File: src/rtl/rr_lock_arb_if.sv
// rr_lock_arb_if: requester-side bus of the locking round-robin arbiter.
// master: enable/req/last out, gnt/valid/owner_id/timeout in.
// slave : the arbiter side of the same signals.
interface rr_lock_arb_if #(
    parameter int N   = 4,
    parameter int IDW = $clog2(N)
);
    logic           enable;
    logic [N-1:0]   req;
    logic           last;
    logic [N-1:0]   gnt;
    logic           valid;
    logic [IDW-1:0] owner_id;
    logic           timeout;

    modport master (
        output enable, req, last,
        input  gnt, valid, owner_id, timeout
    );

    modport slave (
        input  enable, req, last,
        output gnt, valid, owner_id, timeout
    );
endinterface

File: src/rtl/rr_lock_arb.sv
// rr_lock_arb: registered round-robin arbiter with grant locking and hold limit.
// Ports: clk, rst (sync, active-high), bus (slave: enable/req/last in;
// gnt/valid/owner_id/timeout out, all registered).
module rr_lock_arb #(
    parameter int N        = 4,
    parameter int MAX_HOLD = 16,
    parameter int IDW      = $clog2(N)
) (
    input logic          clk,
    input logic          rst,
    rr_lock_arb_if.slave bus
);
    localparam int HW = $clog2(MAX_HOLD);
    localparam logic [HW-1:0] HOLD_LIM = HW'(MAX_HOLD - 1);
    localparam logic [N-1:0]  ONE_N    = N'(1);

    typedef enum logic {IDLE, OWN} state_t;

    state_t         state_q, state_d;
    logic [N-1:0]   gnt_q, gnt_d;
    logic [IDW-1:0] id_q, id_d;
    logic [N-1:0]   prio_q, prio_d;
    logic [HW-1:0]  hold_q, hold_d;
    logic           tmo_q, tmo_d;

    logic [N-1:0]   rot;
    logic [N-1:0]   g_idle;
    logic [N-1:0]   g_rel;
    logic           rel_drop;
    logic           rel_lim;

    // First set bit at or above the pointer; else first set bit overall.
    function automatic logic [N-1:0] arb(
        input logic [N-1:0] r,
        input logic [N-1:0] p
    );
        logic [N-1:0] hi;
        logic [N-1:0] sel;
        hi  = r & ~(p - ONE_N);
        sel = (|hi) ? hi : r;
        return sel & (~sel + ONE_N);
    endfunction

    function automatic logic [IDW-1:0] enc(input logic [N-1:0] g);
        logic [IDW-1:0] id;
        id = '0;
        for (int i = 0; i < N; i++) begin
            if (g[i]) id = IDW'(i);
        end
        return id;
    endfunction

    // Releasing owner drops to lowest priority.
    assign rot      = {gnt_q[N-2:0], gnt_q[N-1]};
    assign g_idle   = arb(bus.req, prio_q);
    assign g_rel    = bus.enable ? arb(bus.req, rot) : '0;
    assign rel_drop = ~|(bus.req & gnt_q);
    assign rel_lim  = (hold_q == HOLD_LIM);

    always_comb begin
        state_d = state_q;
        gnt_d   = gnt_q;
        id_d    = id_q;
        prio_d  = prio_q;
        hold_d  = hold_q;
        tmo_d   = 1'b0;
        unique case (state_q)
            IDLE: begin
                if (bus.enable && |bus.req) begin
                    gnt_d   = g_idle;
                    id_d    = enc(g_idle);
                    hold_d  = '0;
                    state_d = OWN;
                end
            end
            OWN: begin
                if (bus.last || rel_drop || rel_lim) begin
                    prio_d = rot;
                    tmo_d  = rel_lim & ~bus.last & ~rel_drop;
                    hold_d = '0;
                    if (|g_rel) begin
                        gnt_d   = g_rel;
                        id_d    = enc(g_rel);
                        state_d = OWN;
                    end else begin
                        gnt_d   = '0;
                        state_d = IDLE;
                    end
                end else begin
                    hold_d = hold_q + HW'(1);
                end
            end
            default: state_d = IDLE;
        endcase
    end

    always_ff @(posedge clk) begin
        if (rst) begin
            state_q <= IDLE;
            gnt_q   <= '0;
            id_q    <= '0;
            prio_q  <= ONE_N;
            hold_q  <= '0;
            tmo_q   <= 1'b0;
        end else begin
            state_q <= state_d;
            gnt_q   <= gnt_d;
            id_q    <= id_d;
            prio_q  <= prio_d;
            hold_q  <= hold_d;
            tmo_q   <= tmo_d;
        end
    end

    assign bus.gnt      = gnt_q;
    assign bus.valid    = |gnt_q;
    assign bus.owner_id = id_q;
    assign bus.timeout  = tmo_q;
endmodule

File: src/flat_wrapper.sv
// flat-port wrapper written by rule: the top's interface ports become plain ports
module rr_lock_arb_flat 
#(
    parameter int N        = 4,
    parameter int MAX_HOLD = 16,
    parameter int IDW      = $clog2(N)
)
  (clk, rst, bus_enable, bus_req, bus_last, bus_gnt, bus_valid, bus_owner_id, bus_timeout);
  rr_lock_arb_if #(.N(N), .IDW(IDW)) bus_i ();
  input logic clk;
  input logic rst;
  input wire logic [$bits(bus_i.enable)-1:0] bus_enable;
  input wire logic [$bits(bus_i.req)-1:0] bus_req;
  input wire logic [$bits(bus_i.last)-1:0] bus_last;
  output wire logic [$bits(bus_i.gnt)-1:0] bus_gnt;
  output wire logic [$bits(bus_i.valid)-1:0] bus_valid;
  output wire logic [$bits(bus_i.owner_id)-1:0] bus_owner_id;
  output wire logic [$bits(bus_i.timeout)-1:0] bus_timeout;
  assign bus_i.enable = bus_enable;
  assign bus_i.req = bus_req;
  assign bus_i.last = bus_last;
  assign bus_gnt = bus_i.gnt;
  assign bus_valid = bus_i.valid;
  assign bus_owner_id = bus_i.owner_id;
  assign bus_timeout = bus_i.timeout;
  rr_lock_arb #(.N(N), .MAX_HOLD(MAX_HOLD), .IDW(IDW)) u_core (.clk(clk), .rst(rst), .bus(bus_i));
endmodule
File: config.mk
export PLATFORM = sky130hd
export DESIGN_NAME = rr_lock_arb_flat
export DESIGN_NICKNAME = d
export VERILOG_FILES = /design/src/rtl/rr_lock_arb_if.sv /design/src/rtl/rr_lock_arb.sv /design/src/flat_wrapper.sv
export SDC_FILE = /design/constraint.sdc
export NUM_CORES = 1
export LEC_CHECK = 0
export ABC_AREA = 1
export BUFFER_PORTS_ARGS = -buffer_cell sky130_fd_sc_hd__clkbuf_2
export CAP_MARGIN = 10
export CELL_PAD_IN_SITES_DETAIL_PLACEMENT = 1
export CELL_PAD_IN_SITES_GLOBAL_PLACEMENT = 1
export CORE_AREA = 2 2 59 61
export CTS_CLUSTER_SIZE = 20
export DETAILED_ROUTE_END_ITERATION = 12
export DIE_AREA = 0 0 61 63
export HOLD_SLACK_MARGIN = 0.06
export PLACE_DENSITY_LB_ADDON = 0.12
export REMOVE_ABC_BUFFERS = 1
export SLEW_MARGIN = 20
export SYNTH_ARGS = -nofsm -noshare
export SYNTH_HDL_FRONTEND = slang
export SYNTH_SLANG_ARGS = --single-unit
File: constraint.sdc
create_clock -name clk -period 2 [get_ports clk]
set_clock_uncertainty 0.2 [all_clocks]
set_input_delay 0.4 -clock clk [delete_from_list [all_inputs] [get_ports clk]]
set_output_delay 0.4 -clock clk [all_outputs]
set_load 0.05 [all_outputs]
==> Word-level counts from Yosys, hierarchy flattened <==
Index checks and enable logic that the tools add are counted.
{ "totals": {"regBits": 16, "inputBits": 8, "out_inout_bits": 8, "elab_cells": 67} }
{ "op_classes": {"n_addsub": 5, "n_eq_ne": 4, "mux": 24, "bitwise": 14, "reduce_logical": 14} }
{ "op_table": {"columns": ["op", "count"], "rows": [
  ["4-bit 2-to-1 mux", 8],
  ["4-bit OR reduction", 6],
  ["4-bit AND", 5],
  ["4-bit NOT", 4],
  ["4-bit case mux with 2 select lines", 2],
  ["2-bit 2-to-1 mux", 7],
  ["4-bit by 1-bit adder with 4-bit output, second input constant", 3],
  ["4-bit by 1-bit subtractor with 4-bit output, second input constant", 2],
  ["1-bit 2-to-1 mux", 5],
  ["4-bit equality test, second input constant", 1],
  ["2-bit != test, second input constant", 2],
  ["2-bit case mux with 2 select lines", 1],
  ["2-bit AND reduction", 2],
  ["1-bit NOT", 3],
  ["3-bit AND reduction", 1],
  ["3-bit OR reduction", 1],
  ["1-bit AND", 2],
  ["1-bit logical OR", 2],
  ["2-bit by 1-bit != test with 1-bit output, second input constant", 1],
  ["1-bit case mux with 2 select lines", 1],
  ["1-bit logical AND", 1],
  ["1-bit logical NOT", 1]
]} }

==> Longest topological paths before layout <==
{ "depth": {"depth_word": 15, "mapped_depth": 17, "ltp_nobuf": 17} }

==> Worst setup path before layout <==
No wires, ideal clock.
{ "synth_path": {"path_kind": "reg-to-reg", "from": "reg u_core.gnt_q[3], in the netlist u_core.bus.gnt[3]", "to": "reg u_core.id_q[1], in the netlist u_core.bus.owner_id[1]", "setup_ps": 56, "arrival_ps": 2021, "t_required_ps": 1744, "slack_ps": -277, "stages_incl_launch_ff": 13, "n_path_buf": 0, "period_less_slack_ps": 2277, "path_cell_list": "dfxtp_1 -> inv_2 -> nand3_1 -> nand3_2 -> nand3_1 -> nand2_1 -> nor2_1 -> nand3_1 -> nand2_1 -> nand2_1 -> nand3_1 -> nand2_1 -> inv_1"} }
{ "synth_via": {"elab_chain_cells": 14, "word_cells_on_any_way": 23, "classes_between": "add/sub (2); eq/ne (2); mux (7); bitwise (5); reduce/logical (7)"} }
{ "synth_lines": {"columns": ["element", "line_no", "source"], "rows": [
  ["start: declaration", "rr_lock_arb.sv:20", "logic [N-1:0] gnt_q, gnt_d;"],
  ["start signal: assignment", "rr_lock_arb.sv:107", "gnt_q <= gnt_d;"],
  ["4-bit by 1-bit subtractor with 4-bit output", "rr_lock_arb.sv:39", "hi = r & ~(p - ONE_N);"],
  ["4-bit NOT", "rr_lock_arb.sv:39", null],
  ["4-bit AND", "rr_lock_arb.sv:39", null],
  ["4-bit OR reduction", "rr_lock_arb.sv:40", "sel = (|hi) ? hi : r;"],
  ["4-bit 2-to-1 mux", "rr_lock_arb.sv:40", null],
  ["4-bit NOT", "rr_lock_arb.sv:41", "return sel & (~sel + ONE_N);"],
  ["4-bit by 1-bit adder with 4-bit output", "rr_lock_arb.sv:41", null],
  ["4-bit AND", "rr_lock_arb.sv:41", null],
  ["4-bit 2-to-1 mux", "rr_lock_arb.sv:56", "assign g_rel = bus.enable ? arb(bus.req, rot) : '0;"],
  ["2-bit 2-to-1 mux (2 in a row)", "rr_lock_arb.sv:48", "if (g[i]) id = IDW'(i);"],
  ["2-bit 2-to-1 mux", "rr_lock_arb.sv:81", "if (|g_rel) begin"],
  ["2-bit 2-to-1 mux", "rr_lock_arb.sv:77", "if (bus.last || rel_drop || rel_lim) begin"],
  ["2-bit case mux with 2 select lines", "rr_lock_arb.sv:67", "unique case (state_q)"],
  ["end signal: assignment", "rr_lock_arb.sv:108", "id_q <= id_d;"],
  ["end: declaration", "rr_lock_arb.sv:21", "logic [IDW-1:0] id_q, id_d;"]
]} }
Parallel ways exist; a longest one is shown, timed or not. The select of a mux whose other input is x is not followed.
A chain may end at the register's enable or synchronous reset.

==> Worst setup path in the final report <==
{ "layout_path": {"from": "reg u_core.gnt_q[0], in the netlist u_core.bus.gnt[0]", "to": "out bus_valid"} }
{ "layout_via": {"elab_chain_cells": 1} }
{ "layout_lines": {"columns": ["element", "line_no", "source"], "rows": [
  ["4-bit OR reduction", "rr_lock_arb.sv:116", "assign bus.valid = |gnt_q;"],
  ["end: declaration", "flat_wrapper.sv:16", "output wire logic [$bits(bus_i.valid)-1:0] bus_valid;"]
]} }
Every way passes these cells.

==> impl_metrics.env <==
export IMPL_stdcell_area_um2=1460
export IMPL_track_usage_pct=17.6
export IMPL_crit_path_start="u_core.bus.gnt[0]"
export IMPL_clockBufferDepth=2
export IMPL_routabilityCongestion=0.839
export IMPL_rrSetupSlack_ns=0.10
export IMPL_end_kind="output port"
export IMPL_clock_root_buffer="clkbuf_4"
export IMPL_report_final_slew_viol_count=0
export IMPL_start_util_pct=32.9
export IMPL_drc=0
export IMPL_worstReg2RegStart="u_core.prio_q[0]"
export IMPL_maxSlewHeadroom_pct=73.8
export IMPL_diodes=0
export IMPL_vias_per_cell=4.87
export IMPL_drt_pre_antenna_iters=4
export IMPL_cts_sinks=16
export IMPL_placed_area_um2=1250
export IMPL_setup_ws_ns=0.0715
export IMPL_tightest_slew_ns=0.392
export IMPL_required_ns=1.40
export IMPL_fp_row_count=21
export IMPL_syn_area_per_cell_um2=6.37
export IMPL_wl_per_cell_um=13.6
export IMPL_maxCapViolCount=0
export IMPL_io_pins=16
export IMPL_crit_end="bus_valid"
export IMPL_ir_drop_mv=0.334
export IMPL_min_period_over_period_pct=96.4
export IMPL_fin_crit_ns=1.93
export IMPL_dpl_worst_slack_ns=-0.113
export IMPL_status="finished, final reports clean"
export IMPL_clk_pin_slew_worst_paths_ns=0.11
export IMPL_tns_ns=0
export IMPL_clock_fmax_mhz=519
export IMPL_holdBufCountCts=0
export IMPL_start_kind="flip-flop"
export IMPL_antenna_found_initial=0
export IMPL_grt_max_degree=14
export IMPL_power_density_nw_per_um2=700
export IMPL_setup_viol=0
export IMPL_totalWireLength_um=3320
export IMPL_die_w_um=61
export IMPL_worst_path_max_fanout=4
export IMPL_seq_area_frac_synth_pct=30.1
export IMPL_drive_above_1_share_pct=41.9
export IMPL_ys_ff_latch=16
export IMPL_grt_first_pass_wirelength_um=5210
export IMPL_area_growth_pct=36.9
export IMPL_drt_iter0_drc=19
export IMPL_cts_tree="built"
export IMPL_reg2reg_to="u_core.bus.gnt[0]"
export IMPL_cp_arrival_ns=1.33
export IMPL_critPathKind="flip-flop to output port"
export IMPL_fp_coreArea_um2=3230
export IMPL_antenna_left=0
export IMPL_numCtsBuffers=3
export IMPL_synth_area_um2=1060
export IMPL_hold_viol=0
export IMPL_dp_hpwl_um=2570
export IMPL_dieArea_um2=3840
export IMPL_ys_types=23
export IMPL_fp_dieH_um=63
export IMPL_htree_levels=1
export IMPL_grt_ovfl_total=0
export IMPL_num_vias=1189
export IMPL_ys_warn_count=0
export IMPL_hold_path_class="primary input to flip-flop"
export IMPL_grt_pass1_vias=1173
export IMPL_rr_worst_depth=15
export IMPL_port_buffers=15
export IMPL_syn_inst=167
export IMPL_leakagePower_nw=0.706
export IMPL_nNetsFinal=210
export IMPL_clk_latency_ns=0.29
how the worst min path moves through the flow:
stage                                start                  to  slack, ns  cells past startpoint
after floorplan           u_core.prio_q[3]    u_core.prio_q[3]       0.24                      2
after global placement    u_core.prio_q[3]    u_core.prio_q[3]       0.27                      2
after global routing              bus_last  u_core.bus.timeout       0.12                      2
final                             bus_last  u_core.bus.timeout       0.12                      2
after CTS                         bus_last  u_core.bus.timeout       0.12                      2
after detailed placement  u_core.prio_q[3]    u_core.prio_q[3]       0.28                      2
cell usage in the layout, fill, tap and decap left out, types with 6 or more instances in the layout:
master | Yosys | final
nand2_1 | 49 | 34
inv_1 | 25 | 20
nand3_1 | 21 | 16
clkbuf_2 | 0 | 15
nand2_2 | 1 | 13
buf_4 | 0 | 13
dfxtp_1 | 16 | 12
a21oi_1 | 12 | 11
inv_2 | 4 | 8
nand3_2 | 3 | 8
nor2_1 | 9 | 6
cells by family after synthesis:
| logic type | Yosys count | synth area share [%] |
|---|---|---|
| buf+inv | 32 | 12.2 |
| flops | 16 | 30.1 |
| simple gates | 92 | 39.9 |
| fa+ha+maj | 3 | 3.53 |
| compound gates | 24 | 14.2 |
flip-flops by register name, indices dropped and copies added, names as in the netlist:
name	count
u_core.bus.gnt	4
u_core.hold_q	4
u_core.prio_q	4
u_core.bus.owner_id	2
u_core.bus.timeout	1
u_core.state_q	1
synthesized netlist by cell type:
master,count,share of area (%)
nand2_1,49,17
inv_2,4,1.4
a21oi_1,12,5.6
ha_1,3,3.5
nor2_1,9,3.2
o22ai_1,1,0.59
inv_1,25,8.8
nand3_2,3,2.8
nor2_4,1,1.1
nand3_1,21,9.9
a41oi_2,1,1.5
clkbuf_4,2,1.4
nor3_1,1,0.47
nand2_4,1,1.1
dfxtp_1,16,30
o21ai_0,5,2.4
o22ai_2,1,1.2
nand2_2,1,0.59
o211ai_1,3,2.1
nor2_2,1,0.59
o32ai_1,1,0.82
inv_4,1,0.59
nand4_1,5,2.9
critical path: stages, from the launching register on:
cell,delay [ns]
dfxtp_2,0.34
buf_4,0.15
nor2_2,0.12
nand3_1,0.16
clkbuf_2,0.28
routing by layer:
metal	vias to the layer above	wire, um	track usage, %
li1	607	-	-
met1	569	1560	22.4
met2	11	1690	31.5
met3	2	48	2.48
met4	0	14	2.45
met5	-	0	0
through the flow:
| stage | utilization (%) | power, W | instances | hold slack (ns) |
|---|---|---|---|---|
| after floorplan | - | 0.000609 | 165 | 0.244 |
| after global placement | 38.6 | 0.000709 | 235 | 0.271 |
| after detailed placement | 38.6 | 0.000719 | 235 | 0.283 |
| after CTS | 40.8 | 0.000957 | 242 | 0.118 |
| after global routing | 45.1 | 0.00108 | 244 | 0.122 |
| final | 45.1 | 0.00102 | 244 | 0.122 |
repair_timing:
item	4_1_cts	5_1_grt
gates resized for setup	5	38
pin swaps	3	10
setup endpoints to repair	3	7
setup buffers	3	2
area by class of cell:
| type | count | area, um2 |
|---|---|---|
| clock buffers | 4 | 36.3 |
| fillers | 432 | 1780 |
| inverters | 30 | 118 |
| multi-input cells | 119 | 736 |
| flip-flops and latches | 16 | 325 |
| well taps | 46 | 57.6 |
| repair buffers | 29 | 184 |
power by group:
| part | total, W | switching [W] | internal [W] |
|---|---|---|---|
| sequential | 0.000362 | 0.0000194 | 0.000343 |
| clock | 0.000221 | 0.000111 | 0.000111 |
| combinational | 0.000436 | 0.000282 | 0.000155 |
| total | 0.00102 | 0.000412 | 0.000608 |
Power figures use the tool's default switching activity.
